--- config.mk ---
export PLATFORM = sky130hd
export DESIGN_NAME = serial_digit_rx
export DESIGN_NICKNAME = d
export VERILOG_FILES = /design/src/rtl/serial_digit_rx_pkg.sv /design/src/rtl/serial_digit_rx_sync_edge.sv /design/src/rtl/serial_digit_rx.sv
export SDC_FILE = /design/constraint.sdc
export NUM_CORES = 1
export LEC_CHECK = 0
export CORE_MARGIN = 3
export CORE_UTILIZATION = 49
export DETAILED_ROUTE_END_ITERATION = 12
export PLACE_DENSITY = 0.75
export SKIP_CTS_REPAIR_TIMING = 1
export SYNTH_ARGS = -nofsm -noshare
export SYNTH_HDL_FRONTEND = slang
export SYNTH_SLANG_ARGS = --single-unit
--- constraint.sdc ---
create_clock -name clk -period 2 [get_ports clk]
set_input_delay 0.2 -clock clk [delete_from_list [all_inputs] [get_ports clk]]
set_output_delay 0.2 -clock clk [all_outputs]
set_load 0.1 [all_outputs]
--- src/rtl/serial_digit_rx_pkg.sv ---
// Shared constants and types for the serial digit link receiver.
// Default frame geometry and receive FSM encoding.
package serial_digit_rx_pkg;

    // Default link geometry: four digits of {dp,g,f,e,d,c,b,a}.
    localparam int DEF_DIGITS      = 4;
    localparam int DEF_SEG_W       = 8;
    localparam int DEF_FRAME_BITS  = DEF_DIGITS * DEF_SEG_W;
    localparam int DEF_SCAN_DIV    = 2048;
    localparam int DEF_SYNC_STAGES = 2;

    // Receive FSM encoding; the transmitter side uses the same values.
    typedef enum logic {
        ST_IDLE  = 1'b0,
        ST_SHIFT = 1'b1
    } rx_state_e;

endpackage

--- src/rtl/serial_digit_rx_sync_edge.sv ---
// Multi-flop synchroniser for one asynchronous input.
// Also flags the rising and falling edges of the synchronised level.
module sync_edge #(
    parameter int STAGES = 2
) (
    input  logic clk,
    input  logic rst_n,
    input  logic async_i,
    output logic sync_o,
    output logic rise_o,
    output logic fall_o
);

    logic [STAGES-1:0] chain_q;
    logic [STAGES-1:0] chain_d;
    logic              prev_q;
    logic              prev_d;

    // Shift the raw input down the chain; remember the last synced level.
    always_comb begin
        chain_d = {chain_q[STAGES-2:0], async_i};
        prev_d  = chain_q[STAGES-1];
    end

    // Chain and history flops, cleared by reset.
    always_ff @(posedge clk) begin
        if (!rst_n) begin
            chain_q <= '0;
            prev_q  <= 1'b0;
        end else begin
            chain_q <= chain_d;
            prev_q  <= prev_d;
        end
    end

    assign sync_o = chain_q[STAGES-1];
    assign rise_o = sync_o & ~prev_q;
    assign fall_o = ~sync_o & prev_q;

endmodule

--- src/rtl/serial_digit_rx.sv ---
// Serial digit link receiver: deserialises 32-bit frames into a
// latched segment register and scans it onto a multiplexed display.
module serial_digit_rx
    import serial_digit_rx_pkg::*;
#(
    parameter int FRAME_BITS  = DEF_FRAME_BITS,
    parameter int DIGITS      = DEF_DIGITS,
    parameter int SEG_W       = DEF_SEG_W,
    parameter int SCAN_DIV    = DEF_SCAN_DIV,
    parameter int SYNC_STAGES = DEF_SYNC_STAGES
) (
    input  logic                  clk,
    input  logic                  rst_n,
    input  logic                  ser_sclk,
    input  logic                  ser_en,
    input  logic                  ser_sdi,
    output logic [FRAME_BITS-1:0] digits,
    output logic                  frame_valid,
    output logic                  frame_err,
    output logic [SEG_W-1:0]      seg_out,
    output logic [DIGITS-1:0]     dig_sel
);

    // Count reaches FRAME_BITS+1 as an overrun marker.
    localparam int CNT_W  = $clog2(FRAME_BITS + 2);
    localparam int SCAN_W = (SCAN_DIV > 1) ? $clog2(SCAN_DIV) : 1;

    localparam logic [CNT_W-1:0]  CNT_FULL = CNT_W'(FRAME_BITS);
    localparam logic [CNT_W-1:0]  CNT_OVR  = CNT_W'(FRAME_BITS + 1);
    localparam logic [SCAN_W-1:0] SCAN_TOP = SCAN_W'(SCAN_DIV - 1);

    logic s_sclk, sclk_rise, sclk_fall;
    logic s_en, en_rise, en_fall;
    logic s_sdi, sdi_rise, sdi_fall;
    logic unused_edges;

    rx_state_e state_q, state_d;

    logic [FRAME_BITS-1:0] shreg_q, shreg_d;
    logic [CNT_W-1:0]      count_q, count_d;
    logic [FRAME_BITS-1:0] digits_q, digits_d;
    logic                  valid_pend_q, valid_pend_d;
    logic                  err_pend_q, err_pend_d;
    logic                  frame_valid_q, frame_valid_d;
    logic                  frame_err_q, frame_err_d;

    logic [SCAN_W-1:0] scan_cnt_q, scan_cnt_d;
    logic [DIGITS-1:0] dig_sel_q, dig_sel_d;
    logic [SEG_W-1:0]  seg_out_q, seg_out_d;
    logic              scan_wrap;

    sync_edge #(.STAGES(SYNC_STAGES)) u_sync_sclk (
        .clk     (clk),
        .rst_n   (rst_n),
        .async_i (ser_sclk),
        .sync_o  (s_sclk),
        .rise_o  (sclk_rise),
        .fall_o  (sclk_fall)
    );

    sync_edge #(.STAGES(SYNC_STAGES)) u_sync_en (
        .clk     (clk),
        .rst_n   (rst_n),
        .async_i (ser_en),
        .sync_o  (s_en),
        .rise_o  (en_rise),
        .fall_o  (en_fall)
    );

    sync_edge #(.STAGES(SYNC_STAGES)) u_sync_sdi (
        .clk     (clk),
        .rst_n   (rst_n),
        .async_i (ser_sdi),
        .sync_o  (s_sdi),
        .rise_o  (sdi_rise),
        .fall_o  (sdi_fall)
    );

    // Edge flags this block has no use for.
    assign unused_edges = ^{s_sclk, sclk_fall, sdi_rise, sdi_fall};

    // Receive FSM state register.
    always_ff @(posedge clk) begin
        if (!rst_n) begin
            state_q <= ST_IDLE;
        end else begin
            state_q <= state_d;
        end
    end

    // Receive FSM next state: enable edges frame the transfer.
    always_comb begin
        state_d = state_q;
        unique case (state_q)
            ST_IDLE: begin
                if (en_rise) state_d = ST_SHIFT;
            end
            ST_SHIFT: begin
                if (en_fall) state_d = ST_IDLE;
            end
            default: state_d = ST_IDLE;
        endcase
    end

    // Receive datapath: shift bits in, judge the frame on enable fall.
    // en_fall implies s_en=0, so a coincident sclk edge is never shifted.
    always_comb begin
        shreg_d      = shreg_q;
        count_d      = count_q;
        digits_d     = digits_q;
        valid_pend_d = 1'b0;
        err_pend_d   = 1'b0;
        unique case (state_q)
            ST_IDLE: begin
                count_d = '0;
            end
            ST_SHIFT: begin
                if (en_fall) begin
                    count_d = '0;
                    if (count_q == CNT_FULL) begin
                        digits_d     = shreg_q;
                        valid_pend_d = 1'b1;
                    end else begin
                        err_pend_d = 1'b1;
                    end
                end else if (sclk_rise && s_en) begin
                    shreg_d = {shreg_q[FRAME_BITS-2:0], s_sdi};
                    if (count_q != CNT_OVR) begin
                        count_d = count_q + CNT_W'(1);
                    end
                end
            end
            default: count_d = '0;
        endcase
        // Status pulses trail the digits update by one clock.
        frame_valid_d = valid_pend_q;
        frame_err_d   = err_pend_q;
    end

    // Receive datapath and status flops.
    always_ff @(posedge clk) begin
        if (!rst_n) begin
            shreg_q       <= '0;
            count_q       <= '0;
            digits_q      <= '0;
            valid_pend_q  <= 1'b0;
            err_pend_q    <= 1'b0;
            frame_valid_q <= 1'b0;
            frame_err_q   <= 1'b0;
        end else begin
            shreg_q       <= shreg_d;
            count_q       <= count_d;
            digits_q      <= digits_d;
            valid_pend_q  <= valid_pend_d;
            err_pend_q    <= err_pend_d;
            frame_valid_q <= frame_valid_d;
            frame_err_q   <= frame_err_d;
        end
    end

    // Display scan: rotate the digit enable each SCAN_DIV clocks and
    // fetch the matching byte so seg_out and dig_sel change together.
    always_comb begin
        scan_wrap  = (scan_cnt_q == SCAN_TOP);
        scan_cnt_d = scan_wrap ? '0 : scan_cnt_q + SCAN_W'(1);
        dig_sel_d  = dig_sel_q;
        if (scan_wrap) begin
            dig_sel_d = {dig_sel_q[DIGITS-2:0], dig_sel_q[DIGITS-1]};
        end
        seg_out_d = '0;
        for (int k = 0; k < DIGITS; k++) begin
            if (dig_sel_d[k]) seg_out_d = digits_q[SEG_W*k +: SEG_W];
        end
    end

    // Display scan flops.
    always_ff @(posedge clk) begin
        if (!rst_n) begin
            scan_cnt_q <= '0;
            dig_sel_q  <= DIGITS'(1);
            seg_out_q  <= '0;
        end else begin
            scan_cnt_q <= scan_cnt_d;
            dig_sel_q  <= dig_sel_d;
            seg_out_q  <= seg_out_d;
        end
    end

    assign digits      = digits_q;
    assign frame_valid = frame_valid_q;
    assign frame_err   = frame_err_q;
    assign seg_out     = seg_out_q;
    assign dig_sel     = dig_sel_q;

endmodule

== Yosys cells after proc, flatten, opt, wreduce, memory -nomap -nowiden ==
Cells that the tools add are included.

* Muxes and demuxes: 14
* Order comparisons: 0
* Shifts and indexed selects: 0
* $add $sub $neg: 2
* Equal/unequal tests: 5
* Reductions and logical operators: 6
* Div/mod/pow operators: 0
* Multiply operators: 0
* Bitwise operators: 9

{| class="wikitable"
|+ Operators by type and width
! cell !! count
|-
| 2-to-1 mux 8 bit || 4
|-
| 2-to-1 mux 6 bit || 3
|-
| case mux 6 bit (2 select lines) || 1
|-
| adder 11 x 1 -> 11 bit (second input constant) || 1
|-
| equality test 11 bit (second input constant) || 1
|-
| AND reduction 3 bit || 3
|-
| adder 6 x 1 -> 6 bit (second input constant) || 1
|-
| equality test 6 bit (second input constant) || 1
|-
| != test 3 x 2 -> 1 bit (second input constant) || 2
|-
| != test 6 bit (second input constant) || 1
|-
| inverter 1 bit || 6
|-
| 2-to-1 mux 1 bit || 4
|-
| 2-to-1 mux 4 bit || 1
|-
| AND 1 bit || 3
|-
| case mux 1 bit (2 select lines) || 1
|-
| AND reduction 2 bit || 1
|-
| OR reduction 2 bit || 1
|-
| logical AND 1 bit || 1
|}

* Memories kept: 0
* Input bits: 5
* Memory bits (read-only): 0
* Logic and storage cells: 52
* Output and inout bits: 46
* Latch bits: 0
* Bits in writable memories: 0
* Flip-flop bits (word level): 106

== Longest topological paths before layout ==
* Depth in word-level cells: 6
* Mapped depth: 7
* Mapped depth without buffers: 6

== Hierarchy ==
A second synthesis with hierarchy kept.

* Cells, all modules: 458
* Area, all modules: 4082.7 µm²

{| class="wikitable"
|+ By module, submodules not included
! module !! cells each !! seq. area each (µm²) !! times used !! area each (µm²)
|-
| serial_digit_rx || 434 || 1961.9 || 1 || 3808.7
|-
| sync_edge || 8 || 60.1 || 3 || 91.3
|}

== Worst setup path before layout ==
Ideal clock, no wire load.

* Path type: register -> register
* Start point: register scan_cnt_q[0]
* End point: register seg_out_q[0] (netlist: seg_out[0])
* Setup time: 0.088 ns
* Arrival: 2.144 ns
* Stages on the path, launching flop included: 8
* Data required time: 1.912 ns
* Clock period less this slack: 2.231 ns
* Path buffers: 1
* Path slack: -0.231 ns
* Cell sequence: dfxtp_1 ha_1 nand3_2 nor4_4 mux2_4 or2_2 clkbuf_2 o31ai_1

* Cells in the longest elaborated chain, start to end: 6

{| class="wikitable"
|+ RTL lines
! element !! RTL line !! source
|-
| start: declaration || serial_digit_rx.sv:47 || <nowiki>logic [SCAN_W-1:0] scan_cnt_q, scan_cnt_d;</nowiki>
|-
| start signal: assignment || serial_digit_rx.sv:183 || <nowiki>scan_cnt_q <= scan_cnt_d;</nowiki>
|-
| equality test 11 bit (*) || serial_digit_rx.sv:164 || <nowiki>scan_wrap = (scan_cnt_q == SCAN_TOP);</nowiki>
|-
| 2-to-1 mux 4 bit (*) || serial_digit_rx.sv:167 || <nowiki>if (scan_wrap) begin</nowiki>
|-
| 2-to-1 mux 8 bit (3 in series) || serial_digit_rx.sv:172 || <nowiki>if (dig_sel_d[k]) seg_out_d = digits_q[SEG_W*k +: SEG_W];</nowiki>
|-
| 2-to-1 mux 8 bit (*) || serial_digit_rx.sv:172 ||
|-
| end signal: assignment || serial_digit_rx.sv:185 || <nowiki>seg_out_q <= seg_out_d;</nowiki>
|-
| end: declaration || serial_digit_rx.sv:49 || <nowiki>logic [SEG_W-1:0] seg_out_q, seg_out_d;</nowiki>
|}

Mark *: on every way between the ends. The rest lies on a longest branch, timed or not.
A chain may end at the register's enable or synchronous reset.

== Worst setup path after layout ==
* Start point: register scan_cnt_q[1]
* End point: register seg_out_q[7] (netlist: seg_out[7])

Same word-level chain as after synthesis.

==> out/results.txt <==
Crit path largest cell delay = 380 ps
share of cells above drive strength 1 = 17.97%
synth warn = 0
Final period util = 99.46%
initial antenna violation count = 0
CP startpoint = scan_cnt_q[1]
vias in the first global route = 2888
1st-pass router iterations = 5
Post-Route WL = 8.922 mm
DR vias = 3273
Detail Route Antenna Nets = 0
Final nets = 516
insertion delay to the later sink of the worst-skew pair = 380 ps
HP Class = in2reg
Max clock buf depth = 2
initial core utilization = 52.03%
Max Fclk = 502.7 MHz
Row Count = 31
sequential element share of the synthesized area = 54.76%
Initial DRC Count = 184
Post-DP Area = 4413 um^2
endpoints failing setup = 0
MaxCap Viol Count = 0
Mean Syn Cell Area = 8.479 um^2
Antenna Cells = 0
crit path cell chain = ha_4, nand3_4, nor4_4, buf_4, mux2_4, a221oi_1, o31ai_1
GR Overflow Total = 0
maximum vdd drop = 0.0004487 V
total die area = 9011 um^2
Worst Setup End Kind = flop
TNS Setup = 0 ps
largest cells by area after synthesis = dfxtp_1 (55%), nand2_1 (14%), a21oi_1 (8.7%), nor2_1 (2.8%), a221oi_1 (1.8%)
status = completed
CTS clk-pin slew, worst paths = 110 ps
Synth async-reset ratio = 0%
Worst setup SP type = flop
Worst EP arrival = 2250 ps
# port buffers = 50
Cells after Synth = 457
Detail Placement HPWL = 6.070 mm
root buffer cell = clkbuf_8
GRT Total Usage = 20.39%
Worst-Margin Slew = 625.6 ps
# clock sinks = 106
worst path required time = 2260 ps
post-synthesis register bit count = 106
Netlist cell types = 35
Pleak = 1.725 nW
residual DRC count = 0
core area = 7447 um^2
final hold slack = 392.6 ps
I/O pin cnt = 51
Die Width = 94.93 um
global-route wire length before repair = 14.15 mm
H-Tree Depth = 3
clk_skew = 16.56 ps
pwr dens = 734.9 nW/um^2
DR WL/cell = 14.60 um
Crit Path Category = reg2reg
hold_sp = ser_sclk
final hold vios = 0
RSZ-0062 raised after global routing = yes
largest net degree at the start of global routing = 34
post-route cell area = 4643 um^2
max_slew headroom = 57.71%
CTS tree = yes
final slew viol count = 0
TritonCTS Buffers = 9
vias per cell = 5.357
Synth Flop Type = dfxtp_1
fillers = 651
Syn Std Cell Area = 3875 um^2
Synth area leader = dfxtp_1
Final min period = 1989 ps
Yosys top cell area share = 54.76%
post-layout util = 62.35%
Layout area overhead = 19.83%
CP max-delay cell = dfxtp_4
gpl congestion = 0.9214
Inst Count DP = 593
Post-synth EDFFs = 0
FF-to-FF Start = scan_cnt_q[1]
syn nets = 466
crit path max fanout = 8
die span in y = 94.93 um
Cell Count, Final, Fillers Out = 611
per-layer routing:
metal	global-route usage (%)	vias to the layer above	routed length [um]
li1	-	1618	-
met1	27.83	1548	4223
met2	31.24	97	4094
met3	5.339	10	497
met4	7.091	0	106
met5	0	-	0
power breakdown:
part           leakage (nW)  switching, W  total (W)  internal, W
clock                0.0835      0.000742    0.00121     0.000466
combinational         0.785     0.0000454  0.0000714    0.0000261
sequential            0.857     0.0000102    0.00213      0.00212
total                  1.73      0.000798    0.00341      0.00261
critical path: cells and delay by family (launching register included):
kind / cells / cell delay [ps]
adders and majority gates: 1 / 140
buffers and inverters: 1 / 190
muxes: 1 / 360
DFF: 1 / 380
and+or+nand+nor: 2 / 460
AOI/OAI and AO/OA: 2 / 350
placed cells by master, fill, tap and decap left out, types with 2 or more instances in the layout:
| cell | synthesis | layout |
|---|---|---|
| mux2i_1 | 2 | 2 |
| nand4_1 | 4 | 4 |
| clkinvlp_4 | 0 | 2 |
| nor2_1 | 29 | 28 |
| a221oi_1 | 8 | 4 |
| buf_4 | 0 | 59 |
| xor2_1 | 8 | 8 |
| dfxtp_4 | 0 | 2 |
| o31ai_1 | 8 | 7 |
| a221oi_2 | 0 | 4 |
| clkdlybuf4s50_1 | 0 | 4 |
| a21oi_1 | 67 | 67 |
| inv_1 | 3 | 3 |
| dfxtp_1 | 106 | 104 |
| nand2_1 | 140 | 140 |
| ha_1 | 4 | 3 |
| clkinv_4 | 0 | 2 |
| nand2b_1 | 2 | 2 |
| xnor2_1 | 6 | 6 |
| clkbuf_8 | 0 | 9 |
| mux2_4 | 2 | 2 |
| and3_1 | 4 | 4 |
| nand3_1 | 14 | 14 |
| inv_6 | 0 | 2 |
| and2_1 | 11 | 11 |
logic make-up (layout without fill, tap and decap cells):
logic type      count (synthesis)  count (layout)  share of synthesized area (%)
simple gates                  213             213                          23.70
flops                         106             106                          54.76
compound gates                 86              86                          12.56
buf+inv                        30              85                          3.228
xor+xnor                       14              14                          3.164
fa+ha+maj                       4               4                          1.292
mux                             4               4                          1.292
final timing paths:
| check | to | slack, ps | cells past startpoint |
|---|---|---|---|
| worst max-delay path | seg_out[7] | 10 | 7 |
| worst max register to register | seg_out[7] | 10 | 7 |
| worst min register to register | frame_valid | 440 | 1 |
| worst min-delay path | u_sync_sclk.chain_q[0] | 390 | 2 |
area by class of cell:
cell class	instances	area, um^2	share of cell area, %
Sequential cell	106	2130	45.86
Multi-Input combinational cell	321	1683	36.24
Timing Repair Buffer	64	503.0	10.83
Clock buffer	10	127.6	2.749
Tap cell	99	123.9	2.668
Clock inverter	6	50.05	1.078
Inverter	5	26.28	0.5659
through the flow:
stage / setup slack (ps) / power, W
6_report: 10.86 / 0.003412
5_1_grt: -100.9 / 0.003529
4_1_cts: -60.45 / 0.003442
3_5_place_dp: -33.80 / 0.002253
3_3_place_gp: 81.70 / 0.002250
2_1_floorplan: -55.37 / 0.002229
Yosys cell counts (all sizes together) (2+ instances only):
cell type    n
a21oi       67
a221oi       8
and2        11
and3         4
buf          6
clkbuf      19
dfxtp      106
ha           4
inv          5
mux2         2
mux2i        2
nand2      140
nand2b       2
nand3       15
nand4        4
nor2        29
o31ai        8
xnor2        6
xor2         8
sequential cells by signal, indices dropped and copies added (netlist names):
register and flops:
u_sync_sdi.chain_q 2, u_sync_en.chain_q 2, state_q 1, seg_out 8, u_sync_sclk.chain_q 2, frame_valid_d 1
digits 32, frame_valid 1, scan_cnt_q 11, frame_err 1, err_pend_q 1, u_sync_sclk.prev_q 1
dig_sel 4, u_sync_en.prev_q 1, shreg_q 32, count_q 6
Power figures use the tool's default switching activity.
==> RTL edit 1: new RTL, same settings <==
Make the reset (`rst_n`) asynchronous in 4 clocked blocks.
--- a/src/rtl/serial_digit_rx_sync_edge.sv
+++ b/src/rtl/serial_digit_rx_sync_edge.sv
@@ -25,3 +25,3 @@
     // Chain and history flops, cleared by reset.
-    always_ff @(posedge clk) begin
+    always_ff @(posedge clk or negedge rst_n) begin
         if (!rst_n) begin
--- a/src/rtl/serial_digit_rx.sv
+++ b/src/rtl/serial_digit_rx.sv
@@ -82,3 +82,3 @@
     // Receive FSM state register.
-    always_ff @(posedge clk) begin
+    always_ff @(posedge clk or negedge rst_n) begin
         if (!rst_n) begin
@@ -140,3 +140,3 @@
     // Receive datapath and status flops.
-    always_ff @(posedge clk) begin
+    always_ff @(posedge clk or negedge rst_n) begin
         if (!rst_n) begin
@@ -176,3 +176,3 @@
     // Display scan flops.
-    always_ff @(posedge clk) begin
+    always_ff @(posedge clk or negedge rst_n) begin
         if (!rst_n) begin
Behaviour: differs if rst_n is asserted again (counterexample within 10 cycles, from zero or initial values and one cycle with rst_n low); with rst_n held inactive, the same outputs for 10 cycles.
==> RTL edit 1 against the original RTL <==
Worst setup slack gained 1.9 ps. Sequential cell count is the same. First-iteration DRC count grew 53%. Wire length grew 12%. Final area grew 19%. Synthesized area grew 17%. Critical endpoint is now seg_out[1].
Power is not compared: it rests on default switching activity, and its combinational part moved more than twofold at a synthesized area within 25%.
==> RTL edit 1: results (changes against the original RTL) <==
* Status: completed
* Hold WS at 267 ps (-126 ps)
* Drt first-iter violations at 282 (+53%)
* Seq/Total Area, Yosys at 0.586 (+0.0388)
* Area contributors post-synth: dfrtp_1 (58%), nand2_1 (9.6%), mux2_2 (8.2%)
* Synth Net Count at 433 (-7.1%)
* Final wirelength at 9960 um (+12%)
* Fillers at 730 (+12%)
* Fin nets at 499 (-3.3%)
* Initial DRT Pass Iterations at 4 (-1)
* GRT Overall Usage at 0.200 (-0.00398)
* CP max FO at 14 (+6)
* HPWL after detailed placement at 6680 um (+10%)
* Setup WS post-layout at 12.7 ps (+1.88 ps)
* Vias in the first global route at 3,210 (+11%)
* Synthesized area per cell at 10.7 sq um (+26%)
* First-pass GRT wire length at 16,200 um (+14%)
* Top FF cell, synth: dfrtp_1
* Setup WS pre-CTS at -79.3 ps (-45.5 ps)
* Placed insts at 581 (-2.0%)
* RD Place Congestion at 0.813 (-12%)
* Synth top cells by count: nand2_1 (116), dfrtp_1 (105), mux2_2 (33)
* Worst r2r path cells at 9 (+2)
* Worst Hold Depth at 1 (-1)
* Worst-Skew Late Latency at 360 ps (-20 ps)
* Share of flip-flops with an asynchronous set or reset at 1.00 (+1.00)
* Yosys cell types at 37 (+5.7%)
-- RTL edit 1: changes by cell type after synthesis, sizes merged, moves of 23 or more --
cell,unedited run,this run
dfxtp,106,0
dfrtp,0,105
a21oi,67,2
mux2,2,33
nand2,140,117
-- RTL edit 1: metal layers --
metal,track usage,part of all wire
met3,0.0505,0.054
met5,0,0
met2,0.306,0.48
met4,0.0454,0.018
met1,0.291,0.45
-- RTL edit 1: metrics by stage --
stage          setup TNS (ps)  area, sq um
2_1_floorplan               0         4540
3_3_place_gp                0         5160
3_5_place_dp             -550         5160
4_1_cts                  -569         5370
5_1_grt                  -377         5510
6_report                    0         5510
-- RTL edit 1: power groups by stage --
stage | Sequential [mW] | Combinational, mW | Clock (mW)
after floorplan | 2.28 | 0.0702 | 0
after global placement | 2.28 | 0.141 | 0
after detailed placement | 2.29 | 0.147 | 0
after CTS | 2.25 | 0.148 | 1.42
after global routing | 2.25 | 0.166 | 1.51
final | 2.24 | 0.144 | 1.38
-- RTL edit 1: cells by family (layout without fill, tap and decap cells) --
family          count (synthesis)  in the layout  synth area share
simple gates                  207            207             0.215
flops                         106            106             0.586
compound gates                 37             37            0.0558
mux                            33             33            0.0821
buf+inv                        23             94            0.0224
xor+xnor                       14             14            0.0271
fa+ha+maj                       4              4            0.0111
-- RTL edit 1: layout make-up --
| class | instances | area (sq um) | area share |
|---|---|---|---|
| Multi-Input combinational cell | 295 | 1850 | 0.336 |
| Clock inverter | 5 | 70.1 | 0.0127 |
| Timing Repair Buffer | 74 | 641 | 0.116 |
| Inverter | 4 | 15.0 | 0.00272 |
| Clock buffer | 11 | 141 | 0.0257 |
| Tap cell | 108 | 135 | 0.0245 |
| Sequential cell | 106 | 2660 | 0.482 |
-- RTL edit 1: worst paths after layout --
path | from | end
min in group asynchronous | rst_n | shreg_q[26]
min reg2reg | err_pend_q | frame_err
max | scan_cnt_q[1] | seg_out[1]
max in group asynchronous | rst_n | shreg_q[24]
max reg2reg | scan_cnt_q[1] | seg_out[1]
min | ser_sclk | u_sync_sclk.chain_q[0]
-- RTL edit 1: critical path: stages, from the launching register on --
cell and delay (ps):
dfrtp_1 410, ha_4 160, nand3_4 70, buf_4 170, nor4_4 240, buf_4 190, buf_12 130, and2_1 120
o21ai_0 90, a211oi_1 310
==> RTL edit 2: new RTL, same settings <==
Without the edit above. Change the package constant `DEF_SEG_W` from 8 to 16.
--- a/src/rtl/serial_digit_rx_pkg.sv
+++ b/src/rtl/serial_digit_rx_pkg.sv
@@ -6,3 +6,3 @@
     localparam int DEF_DIGITS      = 4;
-    localparam int DEF_SEG_W       = 8;
+    localparam int DEF_SEG_W       = 16;
     localparam int DEF_FRAME_BITS  = DEF_DIGITS * DEF_SEG_W;
Ports: changed (resized digits and seg_out); port bits go from 51 to 91. The function was not compared with the original's and may differ.
==> RTL edit 2 against the original RTL <==
Final area rose by 91%. Final cell count grew 76%. Largest power group unchanged. Sequential cell count up 73. Highest routed layer unchanged. Wire length increased by 96%. Power is 110% higher. Utilization fell by 0.069 points. Synthesized area grew 88%. Worst setup slack better by 160 ps. Critical endpoint is now seg_out[0]. Clock power rose to 2.8 times the old value.
==> RTL edit 2: results (changes against the original RTL) <==
* Status: completed
* Adder-Cell Fraction of Synth Area at 0.00687 (-0.00605)
* Hold WS at 352 ps (-40.7 ps)
* Comb_multi_in at 564 (+76%)
* HPWL after detailed placement at 11,900 um (+96%)
* Seq pwr share at 0.506 (-0.119)
* Signal buffers at 113 (+77%)
* Post-Route M1 WL at 8100 um (+92%)
* Placed insts at 1,043 (+76%)
* RD Place Congestion at 0.785 (-15%)
* First-pass GRT wire length at 27,500 um (+94%)
* Clock power share at 0.479 (+0.125)
* CTS buffer count at 17 (+8)
* Met1 GRT Util at 0.297 (+0.0191)
* Clock buf/inv share at 0.0686 (+0.0303)
* Net Sw Power at 1.41 mW (+77%)
* Fillers at 1,220 (+87%)
* Worst-Skew Late Latency at 420 ps (+40 ps)
* Clk root buf: clkbuf_16
* Worst path max stage delay at 410 ps (+30 ps)
* Worst Clk Skew at 6.79 ps (-9.77 ps)
* R2R Setup Slk at 170 ps (+160 ps)
* HP Start: ser_sdi
* Worst r2r src: scan_cnt_q[0]
* Vias in the first global route at 5,135 (+78%)
* Met2 GRT Util at 0.332 (+0.0200)
* Cells after Synth at 808 (+77%)
* Synth top cells by count: dfxtp_1 (179), nand2_1 (140), a21oi_1 (115)
* CP max stage cell: dfxtp_1
* Worst-path clk slew at 60 ps (-50 ps)
* Layout cells sized above 1 at 0.175 (-0.00427)
* Final Non-Filler Cells at 1,075 (+76%)
* Hold Path End: u_sync_sdi.chain_q[0]
* Yosys cell types at 41 (+17%)
* Crit Reg-Reg Endpoint: seg_out[0]
* Detail Route met2 WL at 8090 um (+98%)
* CP max FO at 16 (+8)
* CP arrival at 2120 ps (-130 ps)
* GRT Overall Usage at 0.215 (+0.0107)
* Area contributors post-synth: dfxtp_1 (49%), mux2i_1 (12%), a21oi_1 (7.9%)
* Seq/Total Area, Yosys at 0.492 (-0.0560)
* Seq. cell area at 3590 sq um (+68%)
* Input/output buffers at 90 (+80%)
* Static leakage at 3.77 nW (+120%)
* Synth Net Count at 817 (+75%)
* Worst r2r path cells at 6 (-1)
[RTL edit 2: cell count changes after synthesis, sizes merged, moves of 13 or more]
cell,before,now
nor2,29,83
nor2b,1,16
nand3b,1,34
buf,6,19
dfxtp,106,179
a21oi,67,115
mux2i,2,85
clkbuf,19,39
a2bb2oi,0,16
o2bb2ai,0,16
[RTL edit 2: worst max-delay path by stage]
| stage | from | endpoint | slack, ps |
|---|---|---|---|
| after floorplan | dig_sel[2] | seg_out[5] | 50 |
| after global placement | scan_cnt_q[0] | seg_out[0] | 180 |
| final | scan_cnt_q[0] | seg_out[0] | 170 |
| after detailed placement | scan_cnt_q[0] | seg_out[0] | 170 |
| after global routing | scan_cnt_q[0] | seg_out[0] | 40 |
| after CTS | scan_cnt_q[0] | seg_out[0] | 160 |
[RTL edit 2: stage by stage]
stage,worst slack (ps),cell area [sq um]
3_3_place_gp,184,8240
5_1_grt,40.6,8850
2_1_floorplan,54.7,7290
6_report,167,8850
4_1_cts,161,8850
3_5_place_dp,168,8240
